### config.mk
export PLATFORM = sky130hd
export DESIGN_NAME = game_ctrl
export DESIGN_NICKNAME = d
export VERILOG_FILES = /design/src/rtl/pong_pkg.sv /design/src/rtl/edge_detect.sv /design/src/rtl/game_ctrl.sv
export SDC_FILE = /design/constraint.sdc
export NUM_CORES = 1
export LEC_CHECK = 0
export CORE_MARGIN = 4
export CORE_UTILIZATION = 51
export CTS_CLUSTER_SIZE = 24
export DETAILED_ROUTE_END_ITERATION = 6
export PLACE_DENSITY = 0.79
export SLEW_MARGIN = 5
export SYNTH_ARGS = -nofsm -noshare
export SYNTH_HDL_FRONTEND = slang
export SYNTH_HIERARCHICAL = 1
export SYNTH_SLANG_ARGS = --single-unit
### constraint.sdc
create_clock -name clk -period 2.18 [get_ports clk]
set_input_delay 0.218 -clock clk [delete_from_list [all_inputs] [get_ports clk]]
set_output_delay 0.218 -clock clk [all_outputs]
set_load 0.03 [all_outputs]
### src/rtl/pong_pkg.sv
`default_nettype none
// ============================================================================
// Module   : pong_pkg
// Brief    : Shared game types and constants for the pong controller.
// Revision : 1.0
// ============================================================================
package pong_pkg;

    localparam int c_SCREEN_W    = 640;
    localparam int c_SCREEN_H    = 480;
    localparam int c_SCORE_W     = 4;
    localparam int c_FRAME_CNT_W = 7;
    localparam int c_STATE_W     = 3;

    localparam logic [c_STATE_W-1:0] c_ST_IDLE  = 3'd0;
    localparam logic [c_STATE_W-1:0] c_ST_SERVE = 3'd1;
    localparam logic [c_STATE_W-1:0] c_ST_PLAY  = 3'd2;
    localparam logic [c_STATE_W-1:0] c_ST_POINT = 3'd3;
    localparam logic [c_STATE_W-1:0] c_ST_OVER  = 3'd4;

    typedef enum logic [c_STATE_W-1:0] {
        ST_IDLE  = c_ST_IDLE,
        ST_SERVE = c_ST_SERVE,
        ST_PLAY  = c_ST_PLAY,
        ST_POINT = c_ST_POINT,
        ST_OVER  = c_ST_OVER
    } game_state_t;

    localparam logic [1:0] c_WIN_NONE  = 2'b00;
    localparam logic [1:0] c_WIN_LEFT  = 2'b01;
    localparam logic [1:0] c_WIN_RIGHT = 2'b10;

    typedef logic [c_SCORE_W-1:0] score_t;

    // Saturating increment: a score never wraps back to zero.
    function automatic score_t score_inc(input score_t s);
        return (s == '1) ? s : s + score_t'(1);
    endfunction

endpackage
`default_nettype wire

### src/rtl/edge_detect.sv
`default_nettype none
// ============================================================================
// Module   : edge_detect
// Brief    : Registered single-cycle edge pulse with selectable polarity.
// Revision : 1.0
// ============================================================================
module edge_detect #(
    parameter bit RISING       = 1'b1,
    parameter bit RESET_VAL    = 1'b0,
    parameter bit ARM_AT_RESET = 1'b1
) (
    input  logic clk,
    input  logic reset_n,
    input  logic i_sig,
    output logic o_pulse
);

    logic r_sig;
    logic r_prev;
    logic r_armed;
    logic w_edge;

    // Unarmed detectors ignore an input already active when reset releases;
    // they arm once the input is seen at its idle level.
    always_ff @(posedge clk or negedge reset_n) begin
        if (!reset_n) begin
            r_sig   <= RESET_VAL;
            r_prev  <= RESET_VAL;
            r_armed <= ARM_AT_RESET;
        end else begin
            r_sig  <= i_sig;
            r_prev <= r_sig;
            if (i_sig != RISING) begin
                r_armed <= 1'b1;
            end
        end
    end

    assign w_edge  = RISING ? (r_sig & ~r_prev) : (~r_sig & r_prev);
    assign o_pulse = r_armed & w_edge;

endmodule
`default_nettype wire

### src/rtl/game_ctrl.sv
`default_nettype none
// ============================================================================
// Module   : game_ctrl
// Brief    : Pong game sequencer: serve, play, point pause, game over.
// Revision : 1.0
// ============================================================================
module game_ctrl
    import pong_pkg::*;
#(
    parameter int WIN_SCORE    = 7,
    parameter int SERVE_FRAMES = 60,
    parameter int POINT_FRAMES = 90,
    parameter int LEFT_GOAL    = 10,
    parameter int RIGHT_GOAL   = c_SCREEN_W - 10
) (
    input  logic                 clk,
    input  logic                 reset_n,
    input  logic                 vsync,
    input  logic                 start,
    input  logic [9:0]           ball_x_pos,
    output logic                 ball_run,
    output logic                 ball_serve,
    output logic                 serve_dir,
    output logic [c_SCORE_W-1:0] score_left,
    output logic [c_SCORE_W-1:0] score_right,
    output logic [1:0]           winner,
    output logic [c_STATE_W-1:0] state
);

    localparam logic [c_FRAME_CNT_W-1:0] c_SERVE_LAST = c_FRAME_CNT_W'(SERVE_FRAMES - 1);
    localparam logic [c_FRAME_CNT_W-1:0] c_POINT_LAST = c_FRAME_CNT_W'(POINT_FRAMES - 1);
    localparam logic [c_FRAME_CNT_W-1:0] c_CNT_ONE    = c_FRAME_CNT_W'(1);
    localparam logic [9:0]               c_LEFT_GOAL  = 10'(LEFT_GOAL);
    localparam logic [9:0]               c_RIGHT_GOAL = 10'(RIGHT_GOAL);
    localparam score_t                   c_WIN        = score_t'(WIN_SCORE);

    logic w_frame_tick;
    logic w_start_rise;

    game_state_t              r_state;
    logic [c_FRAME_CNT_W-1:0] r_frame_cnt;
    logic                     r_ball_run;
    logic                     r_ball_serve;
    logic                     r_serve_dir;
    score_t                   r_score_left;
    score_t                   r_score_right;
    logic [1:0]               r_winner;

    edge_detect #(
        .RISING       (1'b0),
        .RESET_VAL    (1'b1),
        .ARM_AT_RESET (1'b1)
    ) u_vsync_edge (
        .clk     (clk),
        .reset_n (reset_n),
        .i_sig   (vsync),
        .o_pulse (w_frame_tick)
    );

    edge_detect #(
        .RISING       (1'b1),
        .RESET_VAL    (1'b0),
        .ARM_AT_RESET (1'b0)
    ) u_start_edge (
        .clk     (clk),
        .reset_n (reset_n),
        .i_sig   (start),
        .o_pulse (w_start_rise)
    );

    always_ff @(posedge clk or negedge reset_n) begin
        if (!reset_n) begin
            r_state       <= ST_IDLE;
            r_frame_cnt   <= '0;
            r_ball_run    <= 1'b0;
            r_ball_serve  <= 1'b0;
            r_serve_dir   <= 1'b0;
            r_score_left  <= '0;
            r_score_right <= '0;
            r_winner      <= c_WIN_NONE;
        end else begin
            r_ball_serve <= 1'b0;
            case (r_state)
                ST_IDLE: begin
                    r_score_left  <= '0;
                    r_score_right <= '0;
                    r_winner      <= c_WIN_NONE;
                    r_ball_run    <= 1'b0;
                    if (w_start_rise) begin
                        r_state      <= ST_SERVE;
                        r_serve_dir  <= 1'b0;
                        r_ball_serve <= 1'b1;
                        r_frame_cnt  <= '0;
                    end
                end

                ST_SERVE: begin
                    if (w_frame_tick) begin
                        if (r_frame_cnt == c_SERVE_LAST) begin
                            r_state     <= ST_PLAY;
                            r_ball_run  <= 1'b1;
                            r_frame_cnt <= '0;
                        end else begin
                            r_frame_cnt <= r_frame_cnt + c_CNT_ONE;
                        end
                    end
                end

                // Left miss is tested first so it wins if both goals are hit.
                ST_PLAY: begin
                    if (ball_x_pos <= c_LEFT_GOAL) begin
                        r_score_right <= score_inc(r_score_right);
                        r_serve_dir   <= 1'b0;
                        r_state       <= ST_POINT;
                        r_ball_run    <= 1'b0;
                        r_frame_cnt   <= '0;
                    end else if (ball_x_pos >= c_RIGHT_GOAL) begin
                        r_score_left <= score_inc(r_score_left);
                        r_serve_dir  <= 1'b1;
                        r_state      <= ST_POINT;
                        r_ball_run   <= 1'b0;
                        r_frame_cnt  <= '0;
                    end
                end

                ST_POINT: begin
                    if (w_frame_tick) begin
                        if (r_frame_cnt == c_POINT_LAST) begin
                            r_frame_cnt <= '0;
                            if (r_score_left == c_WIN) begin
                                r_state  <= ST_OVER;
                                r_winner <= c_WIN_LEFT;
                            end else if (r_score_right == c_WIN) begin
                                r_state  <= ST_OVER;
                                r_winner <= c_WIN_RIGHT;
                            end else begin
                                r_state      <= ST_SERVE;
                                r_ball_serve <= 1'b1;
                            end
                        end else begin
                            r_frame_cnt <= r_frame_cnt + c_CNT_ONE;
                        end
                    end
                end

                ST_OVER: begin
                    r_ball_run <= 1'b0;
                    if (w_start_rise) begin
                        r_score_left  <= '0;
                        r_score_right <= '0;
                        r_winner      <= c_WIN_NONE;
                        r_serve_dir   <= 1'b0;
                        r_state       <= ST_SERVE;
                        r_ball_serve  <= 1'b1;
                        r_frame_cnt   <= '0;
                    end
                end

                default: begin
                    r_state     <= ST_IDLE;
                    r_frame_cnt <= '0;
                    r_ball_run  <= 1'b0;
                end
            endcase
        end
    end

    assign ball_run    = r_ball_run;
    assign ball_serve  = r_ball_serve;
    assign serve_dir   = r_serve_dir;
    assign score_left  = r_score_left;
    assign score_right = r_score_right;
    assign winner      = r_winner;
    assign state       = r_state;

endmodule
`default_nettype wire

Yosys cells after proc, flatten, opt, wreduce, memory -nomap -nowiden
Index checks and enable logic that the tools add are counted.
{ "totals": {"regBits": 28, "wordCells": 106} }
{ "op_classes": {"addsub": 3, "magnitude_cmp": 2, "n_eq_ne": 23, "muxes": 47, "bitwise": 6, "n_reduce_logical": 12} }
{ "op_table": {"columns": ["operator", "n"], "rows": [
  ["$mux W7", 7],
  ["$pmux W7 S4", 1],
  ["$mux W3", 9],
  ["$mux W4", 6],
  ["$pmux W4 S3", 2],
  ["$ne A2 B2 Y1 const B", 7],
  ["$mux W1", 12],
  ["$pmux W3 S4", 1],
  ["$reduce_and A4 Y1", 3],
  ["$ge A10 B10 Y1 const B", 1],
  ["$le A10 B4 Y1 const B", 1],
  ["$mux W2", 5],
  ["$reduce_and A5 Y1", 2],
  ["$add A4 B1 Y4 const B", 2],
  ["$eq A4 B3 Y1 const B", 2],
  ["$eq A4 B4 Y1 const B", 2],
  ["$ne A2 B1 Y1 const B", 4],
  ["$add A7 B1 Y7 const B", 1],
  ["$eq A7 B6 Y1 const B", 1],
  ["$eq A7 B7 Y1 const B", 1],
  ["$eq A3 B2 Y1 const B", 2],
  ["$ne A3 B3 Y1 const B", 2],
  ["$pmux W2 S3", 1],
  ["$reduce_and A6 Y1", 1],
  ["11 further kinds", 17]
]} }

Longest topological paths before layout
{ "depth": {"ltp_word": 6, "mapped_depth": 8} }

By module
Netlist, hierarchy kept.
{ "by_module_without_submodules": {"columns": ["module", "instances", "cells_per_inst", "area_each_um2"], "rows": [
  ["game_ctrl", 1, 146, 1370.1],
  ["edge_detect at u_start_edge", 1, 5, 90.1],
  ["edge_detect at u_vsync_edge", 1, 3, 66.3]
]} }

Least setup slack after synthesis
No wires, ideal clock.
{ "synth_path": {"path_kind": "register to register", "from": "reg r_state[1], in the netlist state[1]", "to": "reg r_frame_cnt[0]", "t_arrival_ps": 1841, "setup_slack_ps": 215, "stages_incl_launch_ff": 6, "path_cell_list": "dfrtp_1 -> clkbuf_1 -> nand2_1 -> o31ai_1 -> nor2_1 -> mux2_2"} }
{ "synth_via": {"elab_chain_len": 4, "elab_cells_between_ends": 12} }
{ "synth_rtl": {"columns": ["element", "line_no", "source"], "rows": [
  ["from (decl)", "game_ctrl.sv:40", "game_state_t r_state;"],
  ["from (signal assigned)", "game_ctrl.sv:73", "r_state <= ST_IDLE;"],
  ["from (signal assigned)", "game_ctrl.sv:90", "r_state <= ST_SERVE;"],
  ["from (signal assigned)", "game_ctrl.sv:100", "r_state <= ST_PLAY;"],
  ["$eq A3 B3 Y1 / $logic_not A3 Y1 (equally long branches)", "game_ctrl.sv:83", "case (r_state)"],
  ["$reduce_or A2 Y1 (no line)", null, null],
  ["$ne A2 B1 Y1 (no line)", null, null],
  ["$reduce_and A4 Y1 (no line)", null, null],
  ["to (signal assigned)", "game_ctrl.sv:104", "r_frame_cnt <= r_frame_cnt + c_CNT_ONE;"],
  ["to (signal assigned)", "game_ctrl.sv:141", "r_frame_cnt <= r_frame_cnt + c_CNT_ONE;"],
  ["to (decl)", "game_ctrl.sv:41", "logic [c_FRAME_CNT_W-1:0] r_frame_cnt;"]
]} }
Several ways; a longest one is shown, not always the timed one.
A chain may end at the register's enable or synchronous reset.

Worst setup path in the final report
{ "layout_path": {"from": "reg r_frame_cnt[0]", "to": "reg r_frame_cnt[3]"} }
{ "layout_via": {"elab_chain_len": 4, "elab_cells_between_ends": 8} }
{ "layout_rtl": {"columns": ["element", "line_no"], "rows": [
  ["$add A7 B1 Y7, or another cell as far along", "game_ctrl.sv:104, game_ctrl.sv:141"],
  ["$mux W7 (on tied branches)", "game_ctrl.sv:128, game_ctrl.sv:99"],
  ["$mux W7 (on tied branches)", "game_ctrl.sv:127, game_ctrl.sv:98"],
  ["$pmux W7 S4 *", "game_ctrl.sv:83"]
]} }
Mark *: on every way between the ends. The rest lies on a longest branch, timed or not. The select of a mux whose other input is x is not followed.

==> results.py <==
metrics = {
    "yosys": {
        "ys.flop_type": "dfrtp_1",
        "synth_cells": 154,
        "syn-num-nets": 172,
        "synth-edff-count": 0,
        "synthArstFlopShare": 1.00,
        "yosysSeqAreaShare": 0.461,
        "yosys_warnings": 6,
        "synth_cell_types": 49,
        "ys_ff_latch": 28,
        "syn_area_um2": 1530,
        "syn_area_per_cell_um2": 9.91,
    },
    "sta": {
        "post-route-period-util": 0.915,
        "timing.setup.tns_ns": 0,
        "maxSlewViolCount": 0,
        "max_freq_mhz": 501,
        "hold_slack_ns": 0.201,
        "skew_ns": 0.00266,
        "worst_slew_pin_slew_ns": 0.512,
        "relSlewSlack": 0.657,
        "rsz0062_at_grt": "no",
        "setup_viol": 0,
        "period_minus_slack_ns": 2.00,
        "hold_viol": 0,
        "timing.final.ws_setup_ns": 0.184,
    },
    "worst_hold_path": {
        "min_path_type": "in -> async",
    },
    "finish": {
        "multiInputGateArea_um2": 796,
        "nNetsFinal": 216,
        "final_area_um2": 2000,
        "n_fill_cell": 225,
        "fin_util": 0.713,
        "final_cells": 228,
        "final_common_cell": "clkdlybuf4s50_1",
        "ff_latch_area_um2": 703,
        "final_layout_size_suffix_gt1_frac": 0.178,
        "synthToLayoutAreaGrowth_pct": 31.1,
        "n_antenna_cell": 0,
        "layout_common_cells": "clkdlybuf4s50_1, dfrtp_1, nand2_1, buf_4, nand3_1",
    },
    "clocking": {
        "clk_root_buffer_cell": "clkbuf_4",
        "cts_sinks": 28,
        "post-cts-setup-buffer-count": 0,
        "clock_latency_ns": 0.33,
        "cts_buffer_depth": 2,
        "cts_tree": "yes",
        "path_clk_slew_ns": 0.15,
        "cts_max_level": 1,
        "cts_buffers": 3,
    },
    "setup_path": {
        "rrSetupSlack_ns": 0.18,
        "r2r_start": "r_frame_cnt[0]",
        "worstSetupPathType": "reg -> reg",
        "cp_max_fo": 10,
        "cp.required_ns": 2.42,
        "worstSetupEndpoint": "r_frame_cnt[3]",
        "crit_chain": "ha_1 > nand2b_1 > nor4_1 > a211o_1 > nor2_1 > buf_4 > a22o_1",
        "end_kind": "flop",
        "slowest_delay_ns": 0.44,
        "slowest_stage": "dfrtp_1",
        "timing.rr.end": "r_frame_cnt[3]",
        "arrival_ns": 2.24,
        "cp-start-kind": "flop",
        "r2r_cells": 7,
        "cp-startpoint": "r_frame_cnt[0]",
    },
    "floorplan": {
        "ios": 30,
        "die-area_um2": 3930,
        "coreArea_um2": 2810,
        "die_h_um": 62.7,
        "start_util": 0.544,
        "die_w_um": 62.7,
        "num_rows": 19,
    },
    "drt": {
        "vias_per_cell": 6.05,
        "route.vias.total": 1379,
        "drt_iter0_markers": 44,
        "highest_layer": "met4",
        "dr.pass1.iters": 4,
        "drcViolationCount": 0,
        "wl_met3_um": 219,
        "finalWirelength_um": 3420,
        "wl_met2_um": 1600,
        "met1_length_um": 1530,
        "wire_per_inst_um": 15.0,
        "ant_nets": 0,
    },
    "run_status": {
        "status": "finished, final reports clean",
    },
    "global_routing": {
        "grt_overflow": 0,
        "grt_max_degree": 18,
        "grt_usage": 0.178,
        "grt_pass1_wl_um": 5710,
        "grt_antenna_before_repair": 0,
        "grt_pass1_vias": 1350,
    },
    "run": {
        "cap_violations": 0,
    },
    "placed_design": {
        "place_area_um2": 1940,
        "dp.cells": 224,
        "dp_hpwl_um": 2710,
        "dp_slack_ns": -0.290,
        "gp_congestion": 0.787,
        "io_buffer_count": 29,
    },
    "pwr": {
        "power_frac_comb": 0.194,
        "ir_drop_uv": 447,
        "pwr-share-clk": 0.288,
        "p_sw_mw": 0.317,
        "finalPower_mw": 1.18,
        "intPower_mw": 0.867,
        "p_seq_frac": 0.518,
        "p_leak_nw": 0.890,
        "power_density_nw_per_um2": 592,
        "p_sw_frac": 0.268,
    },
}
-- final cells by class --
class / instances / share of cell area
Multi-Input combinational cell: 118 / 0.398
Clock inverter: 1 / 0.0150
Inverter: 4 / 0.00750
Timing Repair Buffer: 43 / 0.198
Clock buffer: 3 / 0.0113
Sequential cell: 28 / 0.351
Tap cell: 31 / 0.0194
-- how the worst min path moves through the flow --
stage / startpoint / to / slack, ns / cells after the start
2_1_floorplan: reset_n / ball_run / -0.08 / 0
3_3_place_gp: u_start_edge/r_sig / u_start_edge/r_prev / 0.36 / 0
3_5_place_dp: u_start_edge/r_sig / u_start_edge/r_prev / 0.37 / 0
4_1_cts: reset_n / r_frame_cnt[3] / 0.23 / 1
5_1_grt: reset_n / r_frame_cnt[3] / 0.23 / 1
6_report: reset_n / r_frame_cnt[3] / 0.20 / 1
-- cell families (layout without fill, tap and decap cells) --
family / after synthesis / in the layout / share of synthesized area
fa+ha+maj: 4 / 4 / 0.0328
mux: 4 / 4 / 0.0320
simple gates: 66 / 66 / 0.233
flops: 28 / 28 / 0.461
compound gates: 44 / 44 / 0.217
buf+inv: 8 / 51 / 0.0246
-- what timing repair did --
action / in CTS / in global routing
endpoints found under the setup margin: 0 / 4
hold buffers: 0 / 0
resized for setup: 0 / 3
-- power by group through the flow --
stage / clock network, mW / logic (mW) / registers (mW)
CTS: 0.340 / 0.230 / 0.612
global placement: 0 / 0.218 / 0.616
detailed placement: 0 / 0.229 / 0.622
global route: 0.367 / 0.252 / 0.621
finish: 0.342 / 0.230 / 0.613
floorplan: 0 / 0.131 / 0.615
-- critical path, delay by kind of cell (launching register included) --
kind            cells  cell delay, ns
compound gates      2            0.55
simple gates        3            0.51
flops               1            0.44
fa+ha+maj           1            0.23
buf+inv             1            0.17
-- cells in the mapped netlist, types with 2 or more instances --
cell      count  area, um2
a31oi_1       2       12.5
clkbuf_1      3       11.3
a21oi_1       6       30.0
nand2_1      14       52.6
nor2_1       10       37.5
nor4_1        2       12.5
nor2b_1       4       25.0
inv_1         4       15.0
or2_2         2       12.5
nor3_1        3       15.0
nand3_1      11       55.1
nand3b_1      2       15.0
dfrtp_1      26        651
ha_1          4       50.1
mux2_2        3       33.8
o21ai_0      10       50.1
dfstp_2       2       52.6
nand2b_1      4       25.0
a211o_1       2       17.5
and3_1        4       25.0
and2_1        2       12.5
a21o_1        3       22.5
a22o_1        5       43.8
-- registers in the layout, indices dropped and copies added, names as in the netlist, 2 cells and up --
signal	cells
state	3
score_left	4
score_right	4
winner	2
r_frame_cnt	7
-- routing by layer --
layer	GRT usage	up-vias
li1	-	659
met1	0.228	662
met2	0.290	49
met3	0.0378	9
met4	0.0771	0
met5	0	-
No activity file was read; power rests on OpenSTA's default activity.
==> edit, RTL diff (same flow settings) <==
The parameter `RISING` goes from 1'b0 to 1'b1.
--- a/src/rtl/game_ctrl.sv
+++ b/src/rtl/game_ctrl.sv
@@ -47,7 +47,7 @@
     logic [1:0]               r_winner;
 
     edge_detect #(
-        .RISING       (1'b0),
+        .RISING       (1'b1),
         .RESET_VAL    (1'b1),
         .ARM_AT_RESET (1'b1)
     ) u_vsync_edge (
Function: same outputs for any inputs over 10 cycles, from zero or initial values and one cycle with reset_n low; that may be too few to reach the edited logic, so the function may still have changed.
==> edit against the original RTL <==
Via count increased by 2.9%; utilization decreased by 1.6 points; setup slack got worse by 0.12 ns; synthesized area decreased by 1.6%; routed wire length increased by 10%; cell area decreased by 3.1%; largest cell class unchanged; sequential cell count unchanged; first-iteration DRC count increased by 80%; non-clock buffer count decreased by 2.
Power is not compared: it rests on default switching activity, and its combinational part moved more than twofold at a synthesized area within 25%.
==> edit: results (changes against the original RTL) <==
terminus of the critical flop-to-flop path=state[0] (was r_frame_cnt[3]); WL per Instance=16.9 um (was 15.0 um); nets@finish=212 (was 216); Seq/Total Area, Yosys=46.8% (was 46.1%); Routed WL=3.78 mm (was 3.42 mm); worst hold-check path type=in2async (unchanged); Reg-to-Reg Start=state[0] (was r_frame_cnt[0]); grt total ovfl=0 (unchanged); Clock H-tree levels=1 (unchanged); clock root cell=clkbuf_4 (unchanged); I/O Buffers=29 (unchanged); worst-path fanout max=6 (was 10); Area contributors post-synth=dfrtp_1 (43%), o21ai_0 (4.0%), nand2_1 (4.0%) (was dfrtp_1 (43%), nand3_1 (3.6%), dfstp_2 (3.4%)); Total GRT Usage=20.4% (was 17.8%); 1st-iter DRT viols=79 (was 44); largest delay contributor family on the critical path=simple AND/OR/NAND/NOR gates (was compound AO/OA/AOI/OAI gates); Yosys cell types=48 (was 49); asr flop ratio synth=100% (unchanged); Placed Instances=220 (was 224); Top reg by flops=r_frame_cnt (unchanged); Clock Path Buffers=2 (unchanged); CP arrival=2.38 ns (was 2.24 ns); vias in the first global route=1,501 (was 1,350); worst hold margin=0.230 ns (was 0.201 ns); Ys Warns=6 (unchanged); dpl hpwl=2.81 mm (was 2.71 mm); r2r setup slk=0.15 ns (was 0.18 ns); Worst R2R Path Depth=4 (was 7); Leakage=0.000809 uW; status=completed (unchanged); max FFs per register=7 (unchanged); gpl congestion=0.900 (was 0.787); CP max-delay cell=or4_4 (was dfrtp_1); post-CTS setup buffers=0 (unchanged); first-pass GRT wire length=6.73 mm (was 5.71 mm); layout cells sized above 1=16.1% (was 17.8%); placed instance area=1910 um^2 (was 1940 um^2); TritonRoute pass-1 iters=4 (unchanged); number of cells upsized or downsized after cts=0 (unchanged); synth cell count leaders=dfrtp_1 (26), nand2_1 (16), o21ai_0 (12), nand3_1 (9), a21oi_1 (8) (was dfrtp_1 (26), nand2_1 (14), nand3_1 (11), nor2_1 (10), o21ai_0 (10)); initial antenna violation count=0 (unchanged); Skew-Pair Late Insertion Delay=0.34 ns; Max Cap Violations=0 (unchanged); Switching Power=525 uW; largest net degree at the start of global routing=29 (was 18); vias per cell=6.33 (was 6.05); crit-path max cell delay=0.54 ns (was 0.44 ns); CTS Buf Count=3 (unchanged); n_diodes=0 (unchanged); actual slew at the worst max-slew pin=0.660 ns (was 0.512 ns); Mapped Nets=168 (was 172); Max VDD drop=0.701 mV; clk_skew=0.00939 ns (was 0.00266 ns); syn avg cell area=10.0 um^2 (was 9.91 um^2)
## edit: area by class of cell
cell class	instances	area, um^2
inverter	4	15.0
sequential	28	703
fill	218	842
timing repair buffer	41	380
clock buffer	4	26.3
multi-input combinational	116	776
tap	31	38.8
## edit: cells by family (layout without fill, tap and decap cells)
group / after synthesis / in the layout / synth area share, %
compound gates: 44 / 44 / 21.5
fa+ha+maj: 4 / 4 / 3.33
buf+inv: 6 / 49 / 1.50
flops: 28 / 28 / 46.8
mux: 4 / 4 / 2.83
simple gates: 64 / 64 / 24.0
## edit: worst register-to-register path, cell delays in order, from the launching register on
cell and delay [ns]:
dfrtp_1 0.50, or3_1 0.44, o31ai_2 0.56, a211oi_1 0.13, a211o_1 0.30
## edit: power by group through the flow
stage	clock network [uW]	logic (uW)	registers, uW
after detailed placement	0	515	697
after global routing	251	565	702
after global placement	0	498	689
after CTS	227	517	687
after floorplan	0	192	793
final	225	515	689
## edit: how the worst max path moves through the flow
stage | from | endpoint | slack, ns | depth (start not counted)
floorplan | state[1] | state[0] | 0.11 | 5
global placement | ball_x_pos[7] | score_left[3] | -0.21 | 7
detailed placement | ball_x_pos[5] | score_left[3] | -0.28 | 7
CTS | ball_x_pos[5] | score_left[3] | 0.07 | 7
global route | ball_x_pos[7] | score_right[2] | 0.01 | 8
finish | ball_x_pos[5] | score_left[3] | 0.07 | 7
## edit: routing by layer
metal	global-route usage (%)	wire length [um]	vias up
met5	0	0	-
met2	34.6	1870	59
met1	23.9	1560	694
li1	-	-	658
met3	5.41	283	8
met4	9.55	63	0
## edit: metrics by stage
step                      util, %  TNS [ns]  setup slack, ns
after floorplan                 -         0            0.108
after global placement       68.8     -2.07           -0.208
after detailed placement     68.8     -3.03           -0.275
after CTS                    69.7         0           0.0718
after global routing         69.7         0           0.0108
final                        69.7         0           0.0692
